File: src/rtl/apb_decode_pkg.sv
// Shared types and constants for the APB address-decode / timeout fabric stage.
// Holds the FSM state encoding, the timeout counter width and the error read data.
// Imported by apb_decode_timeout.
package apb_decode_pkg;

  typedef enum logic [1:0] {
    IDLE,
    SETUP,
    ACCESS,
    RESP
  } decode_state_t;

  localparam int TIMEOUT_CNT_WIDTH = 16;
  localparam int ERR_RDATA         = 0;

endpackage

File: src/rtl/apb_decode_timeout.sv
// APB fabric stage: decodes upstream address to one of NUM_PORTS completers, re-issues SETUP/ACCESS.
// Latency: 3 cycles for a zero-wait completer (+1 per wait state), 1 cycle for a decode error.
// Backpressure: upstream held off until RESP; hung completers aborted after TIMEOUT ACCESS cycles.
module apb_decode_timeout
  import apb_decode_pkg::*;
#(
  parameter int NUM_PORTS  = 8,
  parameter int BLOCK_SIZE = 1024,
  parameter int ADDR_WIDTH = 24,
  parameter int DATA_WIDTH = 32,
  parameter int TIMEOUT    = 255,
  localparam int LOW_WIDTH  = $clog2(BLOCK_SIZE),
  localparam int STRB_WIDTH = DATA_WIDTH / 8
) (
  input  logic                                 pclk,
  input  logic                                 preset_n,
  // upstream completer side (from the management bridge)
  input  logic                                 psel,
  input  logic                                 penable,
  input  logic                                 pwrite,
  input  logic [ADDR_WIDTH-1:0]                paddr,
  input  logic [DATA_WIDTH-1:0]                pwdata,
  input  logic [STRB_WIDTH-1:0]                pstrb,
  input  logic [2:0]                           pprot,
  output logic [DATA_WIDTH-1:0]                prdata,
  output logic                                 pready,
  output logic                                 pslverr,
  // downstream requester side, one bus per completer
  output logic [NUM_PORTS-1:0]                 ds_pclk,
  output logic [NUM_PORTS-1:0]                 ds_preset_n,
  output logic [NUM_PORTS-1:0]                 ds_psel,
  output logic [NUM_PORTS-1:0]                 ds_penable,
  output logic [NUM_PORTS-1:0]                 ds_pwakeup,
  output logic [LOW_WIDTH-1:0]                 ds_paddr,
  output logic                                 ds_pwrite,
  output logic [DATA_WIDTH-1:0]                ds_pwdata,
  output logic [STRB_WIDTH-1:0]                ds_pstrb,
  output logic [2:0]                           ds_pprot,
  input  logic [NUM_PORTS-1:0][DATA_WIDTH-1:0] ds_prdata,
  input  logic [NUM_PORTS-1:0]                 ds_pready,
  input  logic [NUM_PORTS-1:0]                 ds_pslverr,
  // error reporting
  output logic [TIMEOUT_CNT_WIDTH-1:0]         timeout_count,
  output logic [ADDR_WIDTH-1:0]                err_addr,
  output logic                                 err_pulse
);

  localparam int IDX_WIDTH = ADDR_WIDTH - LOW_WIDTH;
  localparam logic [31:0] NUM_PORTS_U = NUM_PORTS;
  localparam logic [TIMEOUT_CNT_WIDTH-1:0] TIMEOUT_LAST = TIMEOUT_CNT_WIDTH'(TIMEOUT - 1);
  localparam logic [DATA_WIDTH-1:0] ERR_DATA = DATA_WIDTH'(ERR_RDATA);

  decode_state_t                state_q, state_d;
  logic [ADDR_WIDTH-1:0]        req_addr_q;
  logic                         req_write_q;
  logic [DATA_WIDTH-1:0]        req_wdata_q;
  logic [STRB_WIDTH-1:0]        req_strb_q;
  logic [2:0]                   req_prot_q;
  logic [NUM_PORTS-1:0]         sel_q, sel_d;
  logic [NUM_PORTS-1:0]         en_q, en_d;
  logic [TIMEOUT_CNT_WIDTH-1:0] wait_cnt_q, wait_cnt_d;
  logic                         pready_d, pslverr_d, err_pulse_d;
  logic [DATA_WIDTH-1:0]        prdata_d;
  logic [ADDR_WIDTH-1:0]        err_addr_d;
  logic                         capture, is_timeout;

  logic [IDX_WIDTH-1:0]         req_idx;
  logic [DATA_WIDTH-1:0]        sel_rdata;
  logic                         sel_ready, sel_err;

  assign req_idx = paddr[ADDR_WIDTH-1:LOW_WIDTH];

  // Response mux from whichever completer is currently selected (one-hot sel_q).
  always_comb begin
    sel_rdata = '0;
    sel_ready = 1'b0;
    sel_err   = 1'b0;
    for (int i = 0; i < NUM_PORTS; i++) begin
      if (sel_q[i]) begin
        sel_rdata = sel_rdata | ds_prdata[i];
        sel_ready = sel_ready | ds_pready[i];
        sel_err   = sel_err   | ds_pslverr[i];
      end
    end
  end

  // Next-state and next-output logic; every output is computed here and registered below.
  always_comb begin
    state_d     = state_q;
    sel_d       = sel_q;
    en_d        = en_q;
    wait_cnt_d  = wait_cnt_q;
    pready_d    = 1'b0;
    pslverr_d   = 1'b0;
    prdata_d    = '0;
    err_pulse_d = 1'b0;
    err_addr_d  = err_addr;
    capture     = 1'b0;
    is_timeout  = 1'b0;
    case (state_q)
      IDLE: begin
        if (psel && penable) begin
          capture = 1'b1;
          if (32'(req_idx) < NUM_PORTS_U) begin
            state_d = SETUP;
            for (int i = 0; i < NUM_PORTS; i++) begin
              sel_d[i] = (req_idx == IDX_WIDTH'(i));
            end
          end else begin
            // Unmapped address: answer with an error without touching any completer.
            state_d     = RESP;
            pready_d    = 1'b1;
            pslverr_d   = 1'b1;
            prdata_d    = ERR_DATA;
            err_pulse_d = 1'b1;
            err_addr_d  = paddr;
          end
        end
      end
      SETUP: begin
        state_d    = ACCESS;
        en_d       = sel_q;
        wait_cnt_d = '0;
      end
      ACCESS: begin
        // A ready in the final permitted cycle takes priority over the timeout.
        if (sel_ready) begin
          state_d   = RESP;
          sel_d     = '0;
          en_d      = '0;
          pready_d  = 1'b1;
          pslverr_d = sel_err;
          prdata_d  = sel_rdata;
        end else if (wait_cnt_q == TIMEOUT_LAST) begin
          state_d     = RESP;
          sel_d       = '0;
          en_d        = '0;
          pready_d    = 1'b1;
          pslverr_d   = 1'b1;
          prdata_d    = ERR_DATA;
          err_pulse_d = 1'b1;
          err_addr_d  = req_addr_q;
          is_timeout  = 1'b1;
        end else begin
          wait_cnt_d = wait_cnt_q + 1'b1;
        end
      end
      RESP: begin
        state_d = IDLE;
      end
      default: begin
        state_d = IDLE;
        sel_d   = '0;
        en_d    = '0;
      end
    endcase
  end

  // State, request latch, downstream strobes and upstream response registers.
  always_ff @(posedge pclk or negedge preset_n) begin
    if (!preset_n) begin
      state_q       <= IDLE;
      req_addr_q    <= '0;
      req_write_q   <= 1'b0;
      req_wdata_q   <= '0;
      req_strb_q    <= '0;
      req_prot_q    <= '0;
      sel_q         <= '0;
      en_q          <= '0;
      wait_cnt_q    <= '0;
      pready        <= 1'b0;
      pslverr       <= 1'b0;
      prdata        <= '0;
      err_pulse     <= 1'b0;
      err_addr      <= '0;
      timeout_count <= '0;
    end else begin
      state_q    <= state_d;
      sel_q      <= sel_d;
      en_q       <= en_d;
      wait_cnt_q <= wait_cnt_d;
      pready     <= pready_d;
      pslverr    <= pslverr_d;
      prdata     <= prdata_d;
      err_pulse  <= err_pulse_d;
      err_addr   <= err_addr_d;
      if (capture) begin
        req_addr_q  <= paddr;
        req_write_q <= pwrite;
        req_wdata_q <= pwdata;
        req_strb_q  <= pstrb;
        req_prot_q  <= pprot;
      end
      if (is_timeout && (timeout_count != '1)) begin
        timeout_count <= timeout_count + 1'b1;
      end
    end
  end

  // Shared request fields go to every completer; only psel/penable are per port.
  assign ds_paddr  = req_addr_q[LOW_WIDTH-1:0];
  assign ds_pwrite = req_write_q;
  assign ds_pwdata = req_wdata_q;
  assign ds_pstrb  = req_strb_q;
  assign ds_pprot  = req_prot_q;

  for (genvar g = 0; g < NUM_PORTS; g++) begin : g_port
    assign ds_pclk[g]     = pclk;
    assign ds_preset_n[g] = preset_n;
    assign ds_psel[g]     = sel_q[g];
    assign ds_penable[g]  = en_q[g];
    assign ds_pwakeup[g]  = 1'b0;
  end

endmodule

File: config.mk
export PLATFORM = sky130hd
export DESIGN_NAME = apb_decode_timeout
export DESIGN_NICKNAME = d
export VERILOG_FILES = /design/src/rtl/apb_decode_pkg.sv /design/src/rtl/apb_decode_timeout.sv
export SDC_FILE = /design/constraint.sdc
export NUM_CORES = 1
export LEC_CHECK = 0
export BUFFER_PORTS_ARGS = -buffer_cell sky130_fd_sc_hd__buf_2
export CAP_MARGIN = 25
export CORE_AREA = 2 2 197 199
export DETAILED_ROUTE_END_ITERATION = 8
export DIE_AREA = 0 0 199 201
export PLACE_DENSITY = 0.53
export SKIP_LAST_GASP = 1
export SLEW_MARGIN = 20
export SYNTH_ARGS = -nofsm -noshare
export SYNTH_HDL_FRONTEND = slang
export SYNTH_SLANG_ARGS = --single-unit
File: constraint.sdc
create_clock -name pclk -period 4 [get_ports pclk]
set_input_delay 1 -clock pclk [delete_from_list [all_inputs] [get_ports pclk]]
set_output_delay 1 -clock pclk [all_outputs]
set_load 0.1 [all_outputs]
* Word level (Yosys, flattened, before mapping)
Index checks and enable logic that the tools add are counted.
** Storage, ports and cells
- Register bits after elaboration :: 173
- Output and inout bits :: 165
** Cells by class
- Reductions and logical operators :: 11
- Add/sub/neg operators :: 2
- Order comparisons :: 1
- Multiplexer cells :: 57
- Bitwise operators :: 21
- Equal/unequal tests :: 19
** Operators with widths (number)
- $mux W32 :: 10
- $or A32 B32 Y32 :: 7
- $mux W24 :: 4
- $eq A14 B3 Y1 const B :: 4
- $pmux W24 S2 :: 1
- $add A16 B1 Y16 const B :: 2
- $mux W16 :: 2
- $mux W8 :: 4
- $pmux W16 S2 :: 1
- $pmux W8 S2 :: 2
- $eq A14 B2 Y1 const B :: 2
- $mux W1 :: 25
- $eq A16 B8 Y1 const B :: 1
- $ne A16 B16 Y1 const B :: 1
- $eq A14 B1 Y1 const B :: 1
- $logic_not A14 Y1 :: 1
- $lt A14 B4 Y1 const B :: 1
- $or A1 B1 Y1 :: 14
- $ne A2 B2 Y1 const B :: 6
- $mux W2 :: 4
- $pmux W2 S4 :: 1
- $pmux W1 S2 :: 3
- $reduce_and A5 Y1 :: 1
- $eq A2 B2 Y1 const B :: 2
- 8 further kinds :: 11

* Depth between registers and ports, before layout
- Depth in word-level cells :: 18
- Mapped depth :: 8
- Depth with buffers taken out :: 7

==> summary.txt <==
Global route
  – Pin count of the biggest net entering global routing: 143
  – Vias in the first global route: roughly 9100
  – GRT Overall Usage: approximately a fifth
  – Antenna violations before repair: 13
  – First-pass GRT wire length: 55.64 mm
  – Total congestion overflow: 0

Drt
  – DRC: 0
  – Final antenna-violating net count: 0
  – Wire per inst: roughly 20 µm
  – DRT iter0 DRCs: 645
  – Overall via count from detail_route: a little over 9000
  – Final WL: between 30 and 40 mm
  – DR pass1 iterations: 7
  – Vias per cell: about 4.8

Yosys
  – Syn Area/Cell: 9.787 µm²
  – Seq cells post-synth: 173
  – Unique masters post-synth: 52
  – Cells after synthesis: 900
  – Post-synthesis sequential area ratio: 49.15%
  – Yosys warning count: 0
  – Fraction of registers with async set/reset: between 90% and 100%
  – Post-Synthesis Cell Area: approximately 9000 µm²
  – Post-synth top flop: dfrtp_1
  – Post-synth EDFFs: 0

Layout
  – Fraction of layout cells with a size suffix above 1: 43.74%
  – Layout area overhead: 40.01%
  – Final nets: around 1700
  – Core Util, Final: 32.36%
  – Most frequent cells in the layout: buf_2 (495), nand2_1 (233), dfrtp_1 (165)
  – Commonest non-fill, non-tap cell in the layout: buf_2

Critical path
  – Startpoint Class: clock port
  – Slowest cell on the critical path: buf_2
  – FF-to-FF End: err_addr[19]
  – CP endpoint: ds_pclk[6]
  – CP Capture Type: primary output
  – Buffer and inverter count on the worst path: 3
  – Critical path depth: 3
  – R2R depth: 5
  – Top cell by count, worst path: clkbuf_16
  – Required time of the worst setup path: about 3000 ps
  – Endpoint arrival time on the critical path: 2560 ps
  – Crit path from: pclk
  – Critical path type: clock port to primary output
  – CP max FO: 4
  – Crit-path cells: clkbuf_16 > clkbuf_16 > buf_2
  – Reg-to-reg setup timing slack: 1330 ps
  – Cell family with most CP delay: buffers and inverters
  – Worst reg2reg path startpoint: wait_cnt_q[11]
  – Delay of the slowest critical-path stage: 280 ps

STA
  – Pins Over Slew Limit: 0
  – Clk_skew: around 16 ps
  – Worst slew pin tran: 935.1 ps
  – Relative slew slack: approximately 38%
  – Setup TNS Final: 0 ps
  – Final setup vio count: 0
  – Unrepaired setup endpoints after global routing: false
  – Final Hold Fails: 0

Power and ir drop
  – Internal: 4132 µW
  – Part of the power in registers: 25.4%
  – Clock Power Share: 27.2%
  – Switching Share: 57.46%
  – Leakage power: 0.006204 µW
  – Psw: 5580 µW
  – Gate power share: 47.4%
  – Worst VDD drop: 1.560 mV
  – Pwr Density: 787.4 nW/µm²

Placement
  – Placer Congestion: 0.8866
  – Dpl hpwl: roughly 28 mm
  – IO buf count: 496

Job
  – MaxCap Viol Count: 0

Die
  – Cell Rows: 72
  – Die Footprint: 40000 µm²
  – IO Count: 505
  – Chip height: 201 µm
  – Core area: 38110 µm²
  – Initial Util: 23.12%
  – Chip Width: 199 µm

Clock tree
  – CTS tree: built
  – Post-CTS setup buffers: 0
  – Cts hold-fix bufs: 0
  – Skew-Pair Late Insertion Delay: 560 ps
  – Gates resized, CTS repair: 0
  – Clock slew at reported path FFs: 80 ps

Min path
  – Hold/Removal Path Class: input pin to async pin

Run status
  – Status: complete, no violations
worst reg2reg max path, delay by kind of cell, from the launching register on:
family	cells	cell delay [ps]
simple gates	3	1310
compound gates	1	250
mux	1	580
flops	1	420
routing by layer:
layer  global-route usage [%]  up-vias  routed length (µm)
met4                    10.74        8                1677
met5                        0        -                  49
met3                    6.636       74                3408
li1                         -     4135                   -
met1                    21.56     4378               15070
met2                    30.63      462               18370
synth_stat cells (2+ instances only):
library cell | number | area, µm²
a21oi_1 | 6 | 30.03
a221oi_1 | 32 | 280.3
a22o_1 | 33 | 289.0
a22oi_1 | 72 | 540.5
a31oi_1 | 35 | 219.0
a41o_1 | 3 | 30.03
and2_1 | 2 | 12.51
and3_1 | 3 | 18.77
and4_1 | 6 | 52.55
buf_1 | 9 | 33.78
buf_2 | 5 | 25.02
buf_4 | 35 | 262.8
buf_6 | 2 | 22.52
clkbuf_1 | 47 | 176.4
dfrtp_1 | 173 | 4329
ha_1 | 6 | 75.07
inv_1 | 5 | 18.77
mux2_1 | 33 | 371.6
mux2_2 | 23 | 259.0
mux2i_1 | 2 | 20.02
nand2_1 | 233 | 874.6
nand2b_1 | 2 | 12.51
nand3_1 | 29 | 145.1
nand3_2 | 2 | 20.02
nand4_1 | 7 | 43.79
nor2_1 | 16 | 60.06
nor2b_1 | 2 | 12.51
nor3_1 | 5 | 25.02
nor4_1 | 6 | 37.54
nor4_2 | 3 | 37.54
nor4b_1 | 3 | 26.28
o211ai_1 | 2 | 15.01
o21ai_0 | 18 | 90.09
o31ai_1 | 3 | 22.52
or3_1 | 3 | 18.77
or4_1 | 6 | 45.04
xnor2_1 | 3 | 26.28
xor2_1 | 11 | 96.34
state kept, by name (all words and copies together), names as in the netlist:
signal,cells
ds_pprot,3
ds_pwrite,1
timeout_count,16
pslverr,1
req_addr_q,24
pready,1
ds_psel,8
ds_pstrb,4
prdata,32
err_addr,24
ds_pwdata,32
wait_cnt_q,16
err_pulse,1
state_q,2
ds_penable,8
per-stage QoR:
stage	std cells	instance area, µm²	hold slack (ps)	power [µW]	worst slack, ps
after global placement	1840	11610	453.5	7813	642.7
after detailed placement	1840	11610	457.3	7846	581.5
after global routing	1883	12330	349.1	10140	431.0
after floorplan	907	8835	440.1	6958	788.5
final	1884	12330	348.7	9711	441.1
after CTS	1876	12310	334.9	9834	434.3
power groups by stage:
stage / sequential (µW) / combinational, µW / clock [µW]
6_report: 2470 / 4600 / 2640
2_1_floorplan: 4760 / 1440 / 755
3_3_place_gp: 2490 / 4620 / 704
5_1_grt: 2540 / 4830 / 2780
3_5_place_dp: 2490 / 4650 / 704
4_1_cts: 2480 / 4650 / 2710
cells by family (layout without fill, tap and decap cells):
logic type                 after synthesis  count (layout)  synth area share [%]
xor gates and xnor gates                14              14                 1.392
other                                    1              16               0.04257
buffers and inverters                  103             554                 6.122
muxes                                   58              58                 7.386
and+or+nand+nor                        333             333                 17.00
DFF                                    173             173                 49.15
AOI/OAI and AO/OA                      212             212                 18.05
adders and majority gates                6               6                0.8523
worst min-delay path by stage:
stage,start,end,depth (start not counted)
floorplan,req_addr_q[12],req_addr_q[12],2
global placement,ds_pwdata[30],ds_pwdata[30],2
detailed placement,ds_pprot[2],ds_pprot[2],2
CTS,preset_n,timeout_count[14],1
global route,preset_n,timeout_count[14],1
finish,preset_n,timeout_count[14],1
area by class of cell:
cell class	instances	area (µm²)
Inverter	5	18.77
Antenna cell	8	20.02
Fill cell	4062	25770
Timing Repair Buffer	505	2591
Clock buffer	31	593.1
Clock inverter	13	147.6
Sequential cell	173	4339
Multi-Input combinational cell	631	3975
Tap cell	518	648.1
Note: power is estimated with default switching activity, not from simulation.
